--- config.mk ---
export PLATFORM = sky130hd
export DESIGN_NAME = if_fetch
export DESIGN_NICKNAME = d
export VERILOG_FILES = /design/src/rtl/if_fetch_pkg.sv /design/src/rtl/if_fetch.sv
export SDC_FILE = /design/constraint.sdc
export NUM_CORES = 1
export LEC_CHECK = 0
export BUFFER_PORTS_ARGS = -buffer_cell sky130_fd_sc_hd__buf_4
export CAP_MARGIN = 20
export CELL_PAD_IN_SITES_DETAIL_PLACEMENT = 1
export CELL_PAD_IN_SITES_GLOBAL_PLACEMENT = 1
export CORE_UTILIZATION = 42
export DETAILED_ROUTE_END_ITERATION = 10
export GPL_ROUTABILITY_DRIVEN = 0
export PLACE_DENSITY = 0.83
export SYNTH_ARGS = -nofsm -noshare
export SYNTH_HDL_FRONTEND = slang
export SYNTH_SLANG_ARGS = --single-unit
--- constraint.sdc ---
create_clock -name clk -period 3.8 [get_ports clk]
set_input_delay 0.19 -clock clk [delete_from_list [all_inputs] [get_ports clk]]
set_output_delay 0.19 -clock clk [all_outputs]
set_load 0.01 [all_outputs]
--- src/rtl/if_fetch_pkg.sv ---
// Shared types for the instruction fetch stage: bus widths, fetch state
// encodings and the per-state byte address helper.
package if_fetch_pkg;

  localparam int InstAddrBus = 32;
  localparam int InstBus     = 32;

  typedef enum logic [2:0] {
    FetchS0 = 3'd0,
    FetchS1 = 3'd1,
    FetchS2 = 3'd2,
    FetchS3 = 3'd3,
    FetchS4 = 3'd4
  } fetch_st_e;

  // S4 only consumes the last byte, so it keeps pc+3 on the bus.
  function automatic logic [InstAddrBus-1:0] byte_addr(
    input logic [InstAddrBus-1:0] pc,
    input fetch_st_e              st
  );
    logic [InstAddrBus-1:0] a;
    case (st)
      FetchS0: a = pc;
      FetchS1: a = pc + 32'd1;
      FetchS2: a = pc + 32'd2;
      default: a = pc + 32'd3;
    endcase
    return a;
  endfunction

endpackage

--- src/rtl/if_fetch.sv ---
// RV32I fetch stage: owns the PC, assembles a little-endian word from four
// byte reads on the 8-bit bus and hands it to if_id under valid/stall.
module if_fetch
  import if_fetch_pkg::*;
#(
  parameter logic [31:0] RESET_PC = 32'h0
) (
  input  logic        clk,
  input  logic        rst,
  input  logic        rdy,
  input  logic        stall_i,
  input  logic        br_e,
  input  logic [31:0] br_addr,
  input  logic [7:0]  mem_din,
  output logic [31:0] mem_a_o,
  output logic        mem_req_o,
  output logic        inst_valid_o,
  output logic [31:0] inst_o,
  output logic [31:0] pc_o,
  output logic [2:0]  st_o
);

  fetch_st_e         st_q, st_d;
  logic [31:0]       pc_q, pc_d;
  logic [7:0]        b0_q, b0_d, b1_q, b1_d, b2_q, b2_d;
  logic              valid_q, valid_d;
  logic [31:0]       inst_q, inst_d;
  logic [31:0]       pco_q, pco_d;

  assign mem_a_o      = byte_addr(pc_q, st_q);
  assign mem_req_o    = !rst && (st_q != FetchS4);
  assign inst_valid_o = valid_q;
  assign inst_o       = inst_q;
  assign pc_o         = pco_q;
  assign st_o         = st_q;

  // Handshake: the word is taken on any cycle with valid=1 and stall_i=0;
  // valid drops on the next edge unless S4 loads a new word on that edge.
  always_comb begin
    st_d    = st_q;
    pc_d    = pc_q;
    b0_d    = b0_q;
    b1_d    = b1_q;
    b2_d    = b2_q;
    valid_d = valid_q;
    inst_d  = inst_q;
    pco_d   = pco_q;
    if (!rdy) begin
      // Byte in flight is unreliable: restart this word from byte 0.
      st_d = FetchS0;
    end else if (br_e) begin
      pc_d    = br_addr;
      st_d    = FetchS0;
      valid_d = 1'b0;
    end else begin
      if (valid_q && !stall_i) valid_d = 1'b0;
      case (st_q)
        FetchS0: if (!(valid_q && stall_i)) st_d = FetchS1;
        FetchS1: begin
          b0_d = mem_din;
          st_d = FetchS2;
        end
        FetchS2: begin
          b1_d = mem_din;
          st_d = FetchS3;
        end
        FetchS3: begin
          b2_d = mem_din;
          st_d = FetchS4;
        end
        FetchS4: begin
          inst_d  = {mem_din, b2_q, b1_q, b0_q};
          pco_d   = pc_q;
          valid_d = 1'b1;
          pc_d    = pc_q + 32'd4;
          st_d    = FetchS0;
        end
        default: st_d = FetchS0;
      endcase
    end
  end

  always_ff @(posedge clk) begin
    if (rst) begin
      st_q    <= FetchS0;
      pc_q    <= RESET_PC;
      b0_q    <= 8'h0;
      b1_q    <= 8'h0;
      b2_q    <= 8'h0;
      valid_q <= 1'b0;
      inst_q  <= 32'h0;
      pco_q   <= 32'h0;
    end else begin
      st_q    <= st_d;
      pc_q    <= pc_d;
      b0_q    <= b0_d;
      b1_q    <= b1_d;
      b2_q    <= b2_d;
      valid_q <= valid_d;
      inst_q  <= inst_d;
      pco_q   <= pco_d;
    end
  end

endmodule
==> summary.md, run 1 <==
| Metric | Value |
|---|---|
| Status | `finished clean` |
| Area leader, netlist | `dfxtp_1` |
| Yosys Warn Count | `0` |
| Postcts setup bufs | `0` |
| Layout cells sized above 1 | `0.221` |
| Sequential fraction of the synthesis area | `0.415` |
| Final HPWL DP | `14.0 mm` |
| CP startpoint kind | `register` |
| Critical Setup Path Class | `reg2out` |
| Routed wire per std cell | `19.4 um` |
| CP max stage cell | `dfxtp_1` |
| VDD IR max | `0.282 mV` |
| Vias in the first global route | `6256` |
| Top Ports | `146` |
| RSZ-0062 raised after global routing | `false` |
| Top cells by area, synth | `dfxtp_1 41%, nand2_1 11%, a21oi_1 7.5%, mux2i_1 4.3%, nor2_1 3.6%` |
| Syn-to-layout area delta | `28.6%` |
| R2r worst-path depth | `5` |
| Yosys top cell area share | `0.415` |
| Max Cap Viol | `0` |
| Final Hold Fails | `0` |
| TritonCTS clock tree | `yes` |
| Routed wire length | `20.6 mm` |
| Largest net degree at the start of global routing | `79` |
| Port buffer count | `145` |
| Number of nets in the layout | `917` |
| DRC viols | `0` |
| Antenna fix cells | `0` |
| Min Hold Slack | `0.0145 ns` |
| Global-route wire length before repair | `32.1 mm` |
| Tot GR Track Use | `0.283` |
| Post-synth cell types | `61` |
| Main combinational cell family by area after synthesis | `simple AND/OR/NAND/NOR gates` |
| Worst Hold Path Cells | `3` |
| CTS clk-pin slew, worst paths | `0.05 ns` |
| Slew HR | `0.451` |
| Die footprint | `0.0147 mm2` |
| CP max FO | `13` |
| Drt pass-1 iters | `5` |
| Total grt overflow | `0` |
| Worst skew pair latency | `0.42 ns` |
| CTS Buf Count | `17` |
| Clk root buf | `clkbuf_16` |
| H-tree depth | `4` |
| Hold buffer count at cts | `2` |
| CP delay by family, top | `simple AND/OR/NAND/NOR gates` |
| FMAX | `0.281 GHz` |
| Tightest Hold Check Type | `in2reg` |
| Die X | `121 um` |
| Critical Path End Type | `output port` |
| DR iter-0 viols | `464` |
| Antenna viol nets, final | `0` |
| Buf+Inv Stages, Crit Path | `1` |
| CP Cell Sequence | `or3b_2 > ha_1 > a21oi_1 > o32ai_4 > nand3_1 > nor3b_1 > xor2_1 > buf_4` |
| Post-Syn Nets | `809` |
| Antenna violations before repair | `0` |
| Critical path depth in cells | `8` |
| Fin. max-slew vios | `0` |
| Cell Pwr Density | `426 mW/mm2` |
| Clock Sink Count | `124` |
| Fin crit share | `0.938` |
| Setup violations, final | `0` |
| Synth Area in Compound Gates | `0.160` |
| Post-CTS Resized | `0` |
| Simple logic cell fraction of the synthesized area | `0.266` |
| Xor/xnor share of the synthesized area | `0.0541` |
| Syn Area/Cell | `7.88 um2` |
| Pre-CTS worst setup slack | `0.719 ns` |
| DR vias/cell | `5.71` |
| Synthesized area | `0.00599 mm2` |
| Die H | `121 um` |
| Number of flops mapped to enable cells by yosys | `0` |
| Clock Skew | `0.00622 ns` |
| Syn Inst Count | `760` |
| FFs w/ async S/R, synth | `0` |
| Synthesis-stage register bit count | `124` |
| DR vias | `6051` |
| Post-synthesis adder-cell area fraction | `0.00961` |
| Pleak | `3.00 nW` |
| Main synth FF type | `dfxtp_1` |
| CTS Buffer Depth | `2` |
| Pin slew with the least headroom to its limit | `0.824 ns` |
| Worst Slack Setup Final | `0.236 ns` |
| Required time of the critical path | `3.61 ns` |
| Multiplexer share of the synthesized area | `0.0435` |
| Starting Density | `0.431` |
| Setup_tns | `0 ns` |
| CP max stage delay | `0.68 ns` |
| Core Area | `0.0139 mm2` |
| Rows | `43` |
| Period minus WS final | `3.56 ns` |
| CP arrival | `3.37 ns` |
| FILL cells | `1700` |
cell type report:
class,instances,area [um2],share of cell area
Clock inverter,7,138,0.0179
Tap cell,180,225,0.0292
Inverter,6,22.5,0.00292
Multi-Input combinational cell,567,3200,0.415
Sequential cell,124,2480,0.322
Clock buffer,23,478,0.0621
Timing Repair Buffer,152,1160,0.150
registers in the layout, indices dropped and copies added, names as in the netlist:
name,flops
b0_q,8
st_o,3
inst_valid_o,1
pc_o,32
b2_q,8
pc_q,32
b1_q,8
inst_o,32
cell usage after synthesis, types with 4 or more instances:
master    count
a32oi_1       4
buf_2        25
dfxtp_1     124
a21oi_1      90
mux2i_1      26
nand4_1      21
xnor2_1      24
o211ai_1      5
a22oi_1       8
and2_1        5
o21ai_0      20
nand3_1      21
nor2_1       57
o22ai_1       5
a31oi_1      10
nor3_1       10
inv_1         6
clkbuf_1     32
nand2_1     179
o31ai_1       5
nor2b_1       6
xor2_1       13
per-layer routing:
layer | GRT usage | up-vias | part of all wire
met3 | 0.0733 | 67 | 0.069
met5 | 0 | - | 0
met4 | 0.140 | 0 | 0.037
met1 | 0.320 | 2904 | 0.40
li1 | - | 2830 | -
met2 | 0.489 | 250 | 0.50
per-stage QoR:
step            util  total power (W)  cells  instance area, um2
6_report       0.555          0.00328   1059                7700
5_1_grt        0.555          0.00336   1059                7700
4_1_cts        0.555          0.00329   1059                7700
3_5_place_dp   0.509          0.00159   1027                7070
3_3_place_gp   0.509          0.00158   1027                7070
2_1_floorplan      -          0.00148    760                5990
cells in the final DEF, fill, tap and decap left out, types with 3 or more instances in the layout:
cell       instances
a21oi_1           90
a22oi_1            8
a31oi_1           10
a32oi_1            4
and2_1             5
and3_1             3
buf_4            149
bufinv_16          4
clkbuf_1           3
clkbuf_16         17
clkbuf_8           3
dfxtp_1          124
ha_1               3
inv_1              6
mux2i_1           26
nand2_1          178
nand2b_1           3
nand3_1           21
nand3b_1           3
nand4_1           21
nand4b_1           3
nor2_1            57
nor2b_1            6
nor3_1            10
nor3b_1            3
nor4_1             3
o211ai_1           5
o21ai_0           20
o221ai_1           3
o22ai_1            5
o31ai_1            5
or2_2              3
xnor2_1           24
xor2_1            13
worst paths after layout:
kind / from / endpoint / slack, ns
hold reg to reg: pc_o[21] / pc_o[21] / 0.45
setup reg to reg: pc_q[5] / pc_q[21] / 1.22
hold / removal: br_addr[26] / pc_q[26] / 0.01
setup / recovery: st_o[0] / mem_a_o[23] / 0.24
cell families (layout without fill, tap and decap cells):
kind of cell	Yosys count	count (layout)
flops	124	124
fa+ha+maj	4	4
simple gates	339	339
compound gates	161	161
xor+xnor	37	37
mux	26	26
buf+inv	69	188
worst reg2reg max path: stages (launching register included):
cell	delay, ns
dfxtp_1	0.57
nand4_1	0.53
nor4_1	0.82
nand2b_1	0.15
or3_1	0.33
o211ai_1	0.09
report_power, final:
part | internal, W | switching [W] | leakage [nW]
combinational | 0.0000930 | 0.000114 | 1.70
sequential | 0.00132 | 0.0000416 | 1.00
clock | 0.00114 | 0.000576 | 0.299
total | 0.00255 | 0.000731 | 3.00
(Power assumes the default switching activity.)
==> run 2, diff against run 1 <==
--- a/config.mk
+++ b/config.mk
@@ -13,6 +13,8 @@
 export DETAILED_ROUTE_END_ITERATION = 10
 export GPL_ROUTABILITY_DRIVEN = 0
 export PLACE_DENSITY = 0.83
+export RECOVER_POWER = 50
+export SLEW_MARGIN = 5
 export SYNTH_ARGS = -nofsm -noshare
 export SYNTH_HDL_FRONTEND = slang
 export SYNTH_SLANG_ARGS = --single-unit
==> run 2 against run 1 <==
Utilization decreased by 2.0 points. Register-to-register slack got worse by 0.66 ns. Design area decreased by 3.7%. Sequential share of layout area increased by 1.2 points. Die area unchanged. The run now ends with max-capacitance violations, max-slew violations left. Total power decreased by 0.26%. Critical path depth unchanged. First-iteration DRC count decreased by 4.7%. Global-route usage unchanged.
==> summary.md, run 2 (synthesis gave the netlist of run 1 again) <==
| Metric | Value |
|---|---|
| Min Hold Slack | `0.0150 ns (was 0.0145 ns)` |
| Largest net degree at the start of global routing | `79 (unchanged)` |
| Hold_sp | `br_addr[26] (unchanged)` |
| Metal3 WL | `1.45 mm (was 1.43 mm)` |
| Overall Power | `0.00327 W (was 0.00328 W)` |
| TritonCTS clock tree | `yes (unchanged)` |
| Core Area | `0.0139 mm2 (unchanged)` |
| Highest metal used | `met4 (unchanged)` |
| Clock Skew | `0.00623 ns (was 0.00622 ns)` |
| RSZ-0062 raised after global routing | `false (unchanged)` |
| FMAX | `0.282 GHz (was 0.281 GHz)` |
| R2r worst-path depth | `5 (unchanged)` |
| VDD IR max | `0.280 mV (was 0.282 mV)` |
| Critical Path End Type | `output port (unchanged)` |
| Period minus WS final | `3.55 ns (was 3.56 ns)` |
| Utilization after layout | `0.535 (was 0.555)` |
| Number of nets in the layout | `917 (unchanged)` |
| DRC viols | `0 (unchanged)` |
| Wire length on met1 | `8.21 mm (was 8.19 mm)` |
| Fin crit share | `0.934 (was 0.938)` |
| CP startpoint kind | `register (unchanged)` |
| Global-route wire length before repair | `32.1 mm (unchanged)` |
| Met2 wire len | `10.2 mm (about the same)` |
| Clock Sink Count | `124 (unchanged)` |
| Tightest Hold Check Type | `in2reg (unchanged)` |
| Port buffer count | `145 (unchanged)` |
| CP arrival | `3.36 ns (was 3.37 ns)` |
| WHS Endpoint | `pc_q[26] (unchanged)` |
| Drt pass-1 iters | `5 (unchanged)` |
| Setup violations, final | `0 (unchanged)` |
| Clk root buf | `clkbuf_16 (unchanged)` |
| DR vias/cell | `5.68 (was 5.71)` |
| Crit Reg-Reg Startpoint | `st_o[2] (was pc_q[5])` |
| CTS Buffer Depth | `2 (unchanged)` |
| Tot GR Track Use | `0.283 (unchanged)` |
| Failing checks | `max-capacitance violations, max-slew violations` |
| Worst skew pair latency | `0.42 ns (about the same)` |
| H-tree depth | `4 (unchanged)` |
| Total grt overflow | `0 (unchanged)` |
| Fin. max-slew vios | `32 (was 0)` |
| Setup_tns | `0 ns (unchanged)` |
| Post-CTS Resized | `0 (unchanged)` |
| Pleak | `2.69 nW (was 3.00 nW)` |
| Postcts setup bufs | `0 (unchanged)` |
| Routed wire length | `20.5 mm (was 20.6 mm)` |
| Die footprint | `0.0147 mm2 (unchanged)` |
| Final non-filler cell total | `1059 (unchanged)` |
| Cell Pwr Density | `441 mW/mm2 (was 426 mW/mm2)` |
| CTS Buf Count | `17 (unchanged)` |
| DR iter-0 viols | `442 (was 464)` |
| DR vias | `6020 (was 6051)` |
| CTS clk-pin slew, worst paths | `0.05 ns (about the same)` |
| CP max FO | `13 (unchanged)` |
| Commonest cells after routing, fill and taps aside | `179 x nand2_1, 124 x dfxtp_1, 90 x a21oi_1, 79 x buf_4, 73 x clkbuf_1 (was 178 x nand2_1, 149 x buf_4, 124 x dfxtp_1, 90 x a21oi_1, 57 x nor2_1)` |
| Layout cells sized above 1 | `0.138 (was 0.221)` |
| Reg2reg end | `pc_o[0] (was pc_q[21])` |
| Placed Instances | `1027 (unchanged)` |
| Antenna viol nets, final | `0 (unchanged)` |
| Die X | `121 um (unchanged)` |
| Worst Hold Path Cells | `3 (unchanged)` |
| Final Hold Fails | `0 (unchanged)` |
| Antenna violations before repair | `0 (unchanged)` |
| Status | `finished with violations (was finished clean)` |
| Antenna fix cells | `0 (unchanged)` |
| Pin slew with the least headroom to its limit | `1.58 ns (was 0.824 ns)` |
| Rows | `43 (unchanged)` |
| Max Cap Viol | `1 (was 0)` |
| Slew HR | `-0.0537 (was 0.451)` |
| Required time of the critical path | `3.61 ns (about the same)` |
| Starting Density | `0.431 (unchanged)` |
| Critical Setup Path Class | `reg2out (unchanged)` |
| Reg-to-reg slack, setup | `0.56 ns (was 1.22 ns)` |
| Syn-to-layout area delta | `23.9% (was 28.6%)` |
| Vias in the first global route | `6256 (unchanged)` |
| Final HPWL DP | `14.0 mm (unchanged)` |
| Die H | `121 um (unchanged)` |
| Routed wire per std cell | `19.4 um (about the same)` |
| Most common cell after layout, fill and taps aside | `nand2_1 (unchanged)` |
| Top Ports | `146 (unchanged)` |
-- run 2: changes by cell type in the layout (fill, tap and decap cells not counted), sizes merged --
cell    delta
clkbuf    +70
buf       -70
-- run 2: worst max path at each step --
stage            start     endpoint  slack [ns]  cells after the start
3_5_place_dp   st_o[0]  mem_a_o[23]        0.72                      8
4_1_cts        st_o[0]  mem_a_o[23]        0.24                      8
2_1_floorplan  st_o[0]  mem_a_o[23]        1.23                      8
6_report       st_o[0]  mem_a_o[23]        0.25                      8
3_3_place_gp   st_o[0]  mem_a_o[23]        0.84                      8
5_1_grt        st_o[0]  mem_a_o[23]        0.14                      8
-- run 2: layer usage --
layer  global-route usage  up-vias
li1                     -     2836
met3               0.0733       54
met1                0.320     2898
met2                0.489      232
met4                0.140        0
met5                    0        -
-- run 2: repair_timing --
item | in CTS | in global routing
endpoints found under the hold margin | 2 | 0
hold buffers | 2 | 0
setup endpoints to repair | 0 | 0
-- run 2: power by group --
group	internal [W]	switching (W)	total (W)
logic	0.0000909	0.000113	0.000204
clock network	0.00114	0.000570	0.00171
registers	0.00132	0.0000412	0.00136
-- run 2: critical path, stage by stage, from the launching register on --
cell     delay [ns]
dfxtp_1        0.67
or3b_2         0.54
ha_1           0.31
a21oi_1        0.11
o32ai_4        0.29
nand3_1        0.39
nor3b_1        0.33
xor2_1         0.17
buf_4          0.14
-- run 2: final cells by class --
class	count	area, um2
well taps	180	225
clock buffers	23	478
fillers	1738	6460
multi-input cells	567	3180
clock inverters	7	138
inverters	6	22.5
repair buffers	152	896
flip-flops and latches	124	2480
-- run 2: metrics by stage --
stage,worst slack [ns],area (um2)
CTS,0.238,7700
global route,0.137,7420
finish,0.251,7420
global placement,0.842,7070
detailed placement,0.719,7070
floorplan,1.23,5990
==> run 3, diff against run 2 <==
--- a/config.mk
+++ b/config.mk
@@ -9,10 +9,11 @@
 export CAP_MARGIN = 20
 export CELL_PAD_IN_SITES_DETAIL_PLACEMENT = 1
 export CELL_PAD_IN_SITES_GLOBAL_PLACEMENT = 1
-export CORE_UTILIZATION = 42
+export CORE_MARGIN = 2
+export CORE_UTILIZATION = 39
 export DETAILED_ROUTE_END_ITERATION = 10
 export GPL_ROUTABILITY_DRIVEN = 0
-export PLACE_DENSITY = 0.83
+export PLACE_DENSITY = 0.77
 export RECOVER_POWER = 50
 export SLEW_MARGIN = 5
 export SYNTH_ARGS = -nofsm -noshare
==> constraint.sdc (replaced) <==
create_clock -name clk -period 3.3 [get_ports clk]
set_input_delay 0.165 -clock clk [delete_from_list [all_inputs] [get_ports clk]]
set_output_delay 0.165 -clock clk [all_outputs]
set_load 0.01 [all_outputs]
==> run 3 against run 2 <==
The flow now finishes without violations. Combinational power is 21% higher. Routed wire length decreased by 1.2%. Die area up 11%. Utilization decreased by 3.5 points. Total power is 13% higher. Worst setup slack worse by 0.085 ns. Critical path depth unchanged. Critical path type unchanged.
==> summary.md, run 3 (synthesis gave the netlist of run 1 again) <==
| Metric | Value |
|---|---|
| Drt pass-1 iters | `5 (unchanged)` |
| DRC viols | `0 (unchanged)` |
| Antenna viol nets, final | `0 (unchanged)` |
| Antenna violations before repair | `0 (unchanged)` |
| CTS Buffer Depth | `2 (unchanged)` |
| Critical Path End Type | `output port (unchanged)` |
| Clock Sink Count | `124 (unchanged)` |
| Max Cap Viol | `0 (was 1)` |
| CP startpoint kind | `register (unchanged)` |
| Die H | `128 um (was 121 um)` |
| Final HPWL DP | `14.3 mm (was 14.0 mm)` |
| Global-route wire length before repair | `32.0 mm (was 32.1 mm)` |
| Die footprint | `0.0164 mm2 (was 0.0147 mm2)` |
| Tot GR Track Use | `0.249 (was 0.283)` |
| Slew HR | `0.266 (was -0.0537)` |
| Clock Skew | `0.00806 ns (was 0.00623 ns)` |
| Pre-CTS worst setup slack | `0.603 ns (was 0.719 ns)` |
| DR vias/cell | `5.52 (was 5.68)` |
| Syn-to-layout area delta | `25.8% (was 23.9%)` |
| Fin crit share | `0.950` |
| DR iter-0 viols | `319 (was 442)` |
| Clock network power share | `0.512 (was 0.522)` |
| NetSw | `0.000886 W (was 0.000725 W)` |
| Status | `finished clean (was finished with violations)` |
| R2r worst-path depth | `6 (was 5)` |
| Largest net degree at the start of global routing | `62 (was 79)` |
| CP arrival | `2.97 ns (was 3.36 ns)` |
| Crit Reg-Reg Startpoint | `st_o[2] (unchanged)` |
| Flop pwr share | `0.421 (was 0.415)` |
| Pint | `0.00282 W (was 0.00255 W)` |
| RSZ-0062 raised after global routing | `false (unchanged)` |
| CTS Buf Count | `17 (unchanged)` |
| Layout cells sized above 1 | `0.150 (was 0.138)` |
| Setup violations, final | `0 (unchanged)` |
| Rows | `45 (was 43)` |
| Die X | `128 um (was 121 um)` |
| Vias in the first global route | `6155 (was 6256)` |
| Final Hold Fails | `0 (unchanged)` |
| Pin slew with the least headroom to its limit | `1.10 ns (was 1.58 ns)` |
| Routed wire length | `20.3 mm (was 20.5 mm)` |
| VDD IR max | `0.300 mV (was 0.280 mV)` |
| Combinational share of power | `0.067 (was 0.062)` |
| Clk root buf | `clkbuf_16 (unchanged)` |
| Switch share | `0.239 (was 0.221)` |
| Number of nets in the layout | `932 (was 917)` |
| TritonCTS clock tree | `yes (unchanged)` |
| CTS clk-pin slew, worst paths | `0.06 ns (was 0.05 ns)` |
| Fin. max-slew vios | `0 (was 32)` |
| Routed wire per std cell | `18.7 um (was 19.4 um)` |
| Worst skew pair latency | `0.43 ns (was 0.42 ns)` |
| Top Ports | `146 (unchanged)` |
| CP max FO | `7 (was 13)` |
| Antenna fix cells | `0 (unchanged)` |
| Overall Power | `0.00370 W (was 0.00327 W)` |
| Cell Pwr Density | `492 mW/mm2 (was 441 mW/mm2)` |
| H-tree depth | `4 (unchanged)` |
| Required time of the critical path | `3.13 ns (was 3.61 ns)` |
| Post-CTS Resized | `0 (unchanged)` |
| Port buffer count | `145 (unchanged)` |
| Total grt overflow | `0 (unchanged)` |
| Reg2reg end | `inst_o[31] (was pc_o[0])` |
| Period minus WS final | `3.13 ns` |
| Worst Slack Setup Final | `0.166 ns (was 0.251 ns)` |
| Crit. Startpoint | `st_o[0] (unchanged)` |
| Postcts setup bufs | `0 (unchanged)` |
| Commonest cells after routing, fill and taps aside | `178 x nand2_1, 124 x dfxtp_1, 90 x a21oi_1, 87 x buf_4, 72 x clkbuf_1 (was 179 x nand2_1, 124 x dfxtp_1, 90 x a21oi_1, 79 x buf_4, 73 x clkbuf_1)` |
| Reg-to-reg slack, setup | `0.18 ns (was 0.56 ns)` |
| Most common cell after layout, fill and taps aside | `nand2_1 (unchanged)` |
| DR vias | `5973 (was 6020)` |
| Setup_tns | `0 ns (unchanged)` |
| Critical Path End | `mem_a_o[23] (unchanged)` |
| Tightest Hold Check Type | `in2reg (unchanged)` |
| Hold buffer count at cts | `8 (was 2)` |
| Core Area | `0.0151 mm2 (was 0.0139 mm2)` |
| Starting Density | `0.397 (was 0.431)` |
| Pleak | `2.76 nW (was 2.69 nW)` |
| Critical Setup Path Class | `reg2out (unchanged)` |
| Min Hold Slack | `0.0150 ns (about the same)` |
| FMAX | `0.319 GHz` |
run 3: how the worst min path moves through the flow:
stage | from | endpoint | slack, ns | depth (start not counted)
2_1_floorplan | br_addr[24] | pc_q[24] | 0.29 | 2
3_3_place_gp | br_addr[21] | pc_q[21] | 0.39 | 3
3_5_place_dp | br_addr[21] | pc_q[21] | 0.40 | 3
4_1_cts | br_addr[26] | pc_q[26] | 0.008 | 3
5_1_grt | br_addr[26] | pc_q[26] | 0.02 | 3
6_report | mem_din[7] | b1_q[7] | 0.01 | 3
run 3: power by group through the flow:
stage | combinational [W] | clock [W] | sequential (W)
6_report | 0.000247 | 0.00190 | 0.00156
5_1_grt | 0.000267 | 0.00198 | 0.00156
4_1_cts | 0.000250 | 0.00192 | 0.00156
3_5_place_dp | 0.000241 | 0 | 0.00159
3_3_place_gp | 0.000235 | 0 | 0.00159
2_1_floorplan | 0.000143 | 0 | 0.00156
run 3: layout make-up:
type,count,area (um2)
repair buffers,167,1010
flip-flops and latches,124,2480
well taps,188,235
fillers,1881,7550
multi-input cells,567,3190
inverters,6,22.5
clock buffers,22,484
clock inverters,9,111
run 3: critical path, stage by stage, from the launching register on:
cell and delay [ns]:
dfxtp_1 0.33, or3b_2 0.50, ha_1 0.31, a21oi_1 0.10, o32ai_4 0.26, nand3_1 0.37
nor3b_1 0.34, xor2_1 0.19, buf_4 0.14
run 3: metrics by stage:
step	cells	area, um2	util
finish	1083	7530	0.499
global route	1083	7530	0.499
CTS	1082	7800	0.517
detailed placement	1043	7120	0.472
global placement	1043	7120	0.472
floorplan	760	5990	-
run 3: per-layer routing:
metal,vias to the layer above,global-route usage,share of wire
met3,33,0.0538,0.054
met1,2904,0.293,0.42
li1,2856,-,-
met5,-,0,0
met4,0,0.0989,0.020
met2,180,0.442,0.51
